$ cat src/rtl/game_timer.sv
// Countdown timer for the GAME state of the click game.
// Counts whole seconds from START_SEC down to 0 using a prescaler on pclk. It
// presents the remaining time in binary and as two BCD digits for on-screen
// rendering. It also provides a "done" level and a one-cycle "expired" strobe
// for the game FSM.
// Optional feature: define GAME_TIMER_PAUSE_EN to let the pause level freeze
// the countdown. Without the macro, pause is ignored.

module game_timer #(
    parameter int unsigned CLK_FREQ  = 40000000,
    parameter int unsigned START_SEC = 60
) (
    input  logic       pclk,
    input  logic       rst,
    input  logic       start,
    input  logic       stop,
    input  logic       pause,
    output logic [6:0] sec_left,
    output logic [3:0] sec_tens,
    output logic [3:0] sec_ones,
    output logic       running,
    output logic       done,
    output logic       expired
);

    localparam int unsigned PW         = $clog2(CLK_FREQ);
    localparam logic [6:0]  START_BIN  = 7'(START_SEC);
    localparam logic [3:0]  START_TENS = 4'(START_SEC / 10);
    localparam logic [3:0]  START_ONES = 4'(START_SEC % 10);

    typedef enum logic [1:0] {
        StIdle,
        StRun,
        StDone
    } state_e;

    state_e        state_q, state_d;
    logic [PW-1:0] presc_q, presc_d;
    logic [6:0]    sec_q, sec_d;
    logic [3:0]    tens_q, tens_d;
    logic [3:0]    ones_q, ones_d;
    logic          expired_q, expired_d;
    logic          paused;
    logic          tick;

`ifdef GAME_TIMER_PAUSE_EN
    assign paused = pause;
`else
    // Port kept so the instantiation does not change; its value is ignored.
    logic unused_pause;
    assign unused_pause = pause;
    assign paused       = 1'b0;
`endif

    // The terminal count is compared at full 32-bit width so that CLK_FREQ-1 is never truncated.
    assign tick = (32'(presc_q) == (CLK_FREQ - 32'd1));

    // Next-state logic. Priority is stop > start > tick; rst is applied in the register block.
    always_comb begin
        state_d   = state_q;
        presc_d   = presc_q;
        sec_d     = sec_q;
        tens_d    = tens_q;
        ones_d    = ones_q;
        expired_d = 1'b0;

        if (stop) begin
            state_d = StIdle;
            presc_d = '0;
            sec_d   = START_BIN;
            tens_d  = START_TENS;
            ones_d  = START_ONES;
        end else if (start) begin
            state_d = StRun;
            presc_d = '0;
            sec_d   = START_BIN;
            tens_d  = START_TENS;
            ones_d  = START_ONES;
        end else begin
            case (state_q)
                StRun: begin
                    if (!paused) begin
                        if (tick) begin
                            presc_d = '0;
                            // A value of <= 1 also guards against any underflow below zero.
                            if (sec_q <= 7'd1) begin
                                sec_d     = 7'd0;
                                tens_d    = 4'd0;
                                ones_d    = 4'd0;
                                state_d   = StDone;
                                expired_d = 1'b1;
                            end else begin
                                sec_d = sec_q - 7'd1;
                                if (ones_q == 4'd0) begin
                                    ones_d = 4'd9;
                                    tens_d = tens_q - 4'd1;
                                end else begin
                                    ones_d = ones_q - 4'd1;
                                end
                            end
                        end else begin
                            presc_d = presc_q + PW'(1);
                        end
                    end
                end
                default: ;
            endcase
        end
    end

    // State register with synchronous reset to the idle, fully loaded state.
    always_ff @(posedge pclk) begin
        if (rst) begin
            state_q   <= StIdle;
            presc_q   <= '0;
            sec_q     <= START_BIN;
            tens_q    <= START_TENS;
            ones_q    <= START_ONES;
            expired_q <= 1'b0;
        end else begin
            state_q   <= state_d;
            presc_q   <= presc_d;
            sec_q     <= sec_d;
            tens_q    <= tens_d;
            ones_q    <= ones_d;
            expired_q <= expired_d;
        end
    end

    // All outputs are taken from registered state, so no input reaches an output combinationally.
    always_comb begin
        sec_left = sec_q;
        sec_tens = tens_q;
        sec_ones = ones_q;
        running  = (state_q == StRun);
        done     = (state_q == StDone);
        expired  = expired_q;
    end

endmodule

$ cat config.mk
export PLATFORM = sky130hd
export DESIGN_NAME = game_timer
export DESIGN_NICKNAME = d
export VERILOG_FILES = /design/src/rtl/game_timer.sv
export SDC_FILE = /design/constraint.sdc
export NUM_CORES = 1
export LEC_CHECK = 0
export ABC_AREA = 1
export CAP_MARGIN = 20
export CORE_MARGIN = 3
export CORE_UTILIZATION = 55
export DETAILED_ROUTE_END_ITERATION = 8
export GPL_TIMING_DRIVEN = 0
export PLACE_DENSITY = 0.77
export SETUP_SLACK_MARGIN = 0.1
export SLEW_MARGIN = 15
export SYNTH_ARGS = -nofsm -noshare
export SYNTH_HDL_FRONTEND = slang
export SYNTH_SLANG_ARGS = --single-unit
$ cat constraint.sdc
create_clock -name pclk -period 1.99 [get_ports pclk]
set_input_delay 0.199 -clock pclk [delete_from_list [all_inputs] [get_ports pclk]]
set_output_delay 0.199 -clock pclk [all_outputs]
set_load 0.01 [all_outputs]
==> out/summary.txt <==
status: completed
Comb pwr share: 3.7%
Seq pwr share: 58.2%
min cycle time layout: 1.727 ns
Via density: 5.258
Placeable Area: 0.004474 mm²
final setup vio count: 0
RSZ-0062 raised after global routing: no
ant diodes: 0
DP HPWL: 4.571 mm
Hold Path End: state_q[0]
reg2reg end: sec_ones[0]
gpl congestion: 0.9567
drt total wl: 6.077 mm
crit path max fanout: 10
DIE AREA: 0.005630 mm²
r2r worst-path depth: 9
Final Cycle Share: 86.76%
sequential area share after synthesis: 33.60%
mapped cell area: 0.002621 mm²
XOR/XNOR share of the synthesized area: 4.678%
clock power share: 38.1%
Hold Path Stages: 3
CP Class: flop to flop
Slew @ Worst Pin: 0.5839 ns
most frequent cells after synthesis: nand2_1 (88), nor2_1 (74), inv_1 (46)
initial antenna violation count: 0
final hold violations: 0
FF+latch count, synth: 44
gr usage total: 24.01%
Area growth syn-to-layout: 14.56%
die width: 75.04 µm
CTS buffer count: 5
Buf/Inv on CP: 2
setup TNS: 0 ns
Max Fclk: 579.2 MHz
Post-DP Area: 0.002897 mm²
sw power: 330.3 µW
CP Capture Type: flop
Worst setup SP type: flop
worst hold margin: 0.4637 ns
MaxCap Viol Count: 0
Critical R2R Launch: presc_q[0]
top_reg_cell synth: dfxtp_1
count leader, synth: nand2_1
Num Clock Sinks: 44
Antenna Violating Nets Remaining: 0
final setup margin: 0.2634 ns
Synth Warn #: 0
Synth area leader: dfxtp_1
simple-gate area share of the yosys netlist: 44.44%
Layout fillers: 416
Internal: 1.184 mW
VDD IR max: 0.4039 mV
clk slew on worst S/H paths: 0.08 ns
slew margin rel.: 61.07%
pre-CTS WS: 0.1443 ns
share of layout cells above drive strength 1: 10.98%
Worst path top cell family by delay: simple AND/OR/NAND/NOR gates
design area: 0.003003 mm²
Root Driver: clkbuf_8
synth top area cells: dfxtp_1 (34%), nand2_1 (13%), nor2_1 (11%), nand3_1 (7.1%), inv_1 (6.6%)
CTS tree: built
largest family of logic cells by synthesized area: simple AND/OR/NAND/NOR gates
Cell variety after synth: 32
htree depth: 2
Worst Hold Class: input pin to flop
Gate Count Post-Synth: 398
average cell area after synthesis: 6.586 µm²
CP required: 2.18 ns
crit path DAT: 1.91 ns
Initial Util: 58.59%
total number of vias: 2524
DR iter-0 viols: 156
vias in the first global route: 2280
non-filler cells, final: 480
r2r setup slk: 0.26 ns
HP Start: start
Buffers on Ports: 21
Synth Area in Adders: 2.864%
Max Root-Sink Buffers: 2
Synthesized Nets: 409
nets@finish: 438
Die Height: 75.04 µm
Max Slew Vio Count: 0
Worst path most repeated cell: nor2_1
largest net degree at the start of global routing: 13
global-route wire length before repair: 10.21 mm
Core Rows: 24
DRC viols: 0
sw frac: 21.81%
worst skew pair latency: 0.30 ns
Avg WL per Cell: 12.66 µm
asr flop ratio synth: 0%
CP Cell Sequence: ha_1 > inv_1 > nor2_1 > nand2_1 > nor2_1 > nand2_2 > nand2_4 > buf_4 > o22ai_1
cell area power density: 504.3 mW/mm²
Largest stage delay, worst path: 0.38 ns
post-synth top area share: 33.60%
Cells after DPL: 471
DRT Pass-1 Iters: 4
Post-synth EDFFs: 0
clk_skew: 0.007609 ns
leakage: 1.169 nW
I/O pin count: 23
slowest stage cell, crit path: dfxtp_1
Synth Area in Compound Gates: 5.298%
post-synthesis mux area share: 0%
total gr overflow: 0
==> worst reg2reg max path: cells and delay by family, from the launching register on <==
kind | cells | cell delay (ns)
AO/OA/AOI/OAI | 1 | 0.09
adder cells (fa/ha/maj) | 1 | 0.24
buffers and inverters | 2 | 0.27
flip-flops | 1 | 0.38
AND/OR/NAND/NOR | 5 | 0.65
==> metrics by stage <==
stage                     power [mW]  utilization (%)
final                          1.514            67.11
after global routing           1.573            67.11
after CTS                      1.531            67.11
after detailed placement      0.9549            64.74
after global placement        0.9547            64.74
after floorplan               0.9344                -
==> power groups by stage <==
stage / logic (mW) / registers, mW / clock network (mW)
2_1_floorplan: 0.0315 / 0.903 / 0
3_3_place_gp: 0.0516 / 0.903 / 0
3_5_place_dp: 0.0519 / 0.903 / 0
4_1_cts: 0.0557 / 0.882 / 0.593
5_1_grt: 0.0612 / 0.883 / 0.629
6_report: 0.0558 / 0.882 / 0.577
==> routing by layer <==
metal | global-route usage [%] | part of all wire [%]
met3 | 5.474 | 6.1
met5 | 0 | 0
met4 | 8.300 | 1.2
met2 | 37.72 | 45
met1 | 32.43 | 48
==> cell type report <==
class | count | area, µm² | share of cell area [%]
Buffer | 6 | 46.29 | 1.542
Clock buffer | 8 | 90.09 | 3.000
Sequential cell | 44 | 880.8 | 29.33
Inverter | 54 | 202.7 | 6.750
Timing Repair Buffer | 22 | 216.5 | 7.208
Multi-Input combinational cell | 294 | 1501 | 50.00
Tap cell | 52 | 65.06 | 2.167
==> cell usage in the layout, fill, tap and decap left out, types with 4 or more instances in the layout <==
cell type	Yosys	routed
nor2_2	6	6
a21oi_1	11	11
nor3_1	11	11
nand3_1	37	37
clkbuf_8	0	6
xnor2_1	4	4
clkdlybuf4s50_1	0	20
inv_1	46	46
xor2_1	10	10
nor2_1	74	74
ha_1	6	6
o21ai_0	4	4
nand2_1	88	88
nand4_1	9	9
nand2_2	7	7
inv_2	8	8
dfxtp_1	44	44
nor2_4	4	4
==> worst max-delay path by stage <==
stage | start | endpoint | depth (start not counted)
floorplan | sec_left[1] | sec_tens[0] | 9
global placement | state_q[0] | running | 5
detailed placement | state_q[0] | running | 5
CTS | presc_q[0] | sec_ones[0] | 9
global route | presc_q[0] | sec_left[5] | 7
finish | presc_q[0] | sec_ones[0] | 9
==> state kept, by name (all words and copies together), names as in the netlist <==
name	cells
expired	1
state_q	2
presc_q	26
sec_left	7
sec_tens	4
sec_ones	4
==> what timing repair did <==
item,4_1_cts,5_1_grt
setup endpoints to repair,1,0
setup buffers,1,0
gates resized for setup,4,0
hold buffers,0,0
==> logic make-up after synthesis <==
group           Yosys count
compound gates           25
xor+xnor                 14
fa+ha+maj                 6
buf+inv                  60
flops                    44
simple gates            249
No activity file was read; power rests on OpenSTA's default activity.
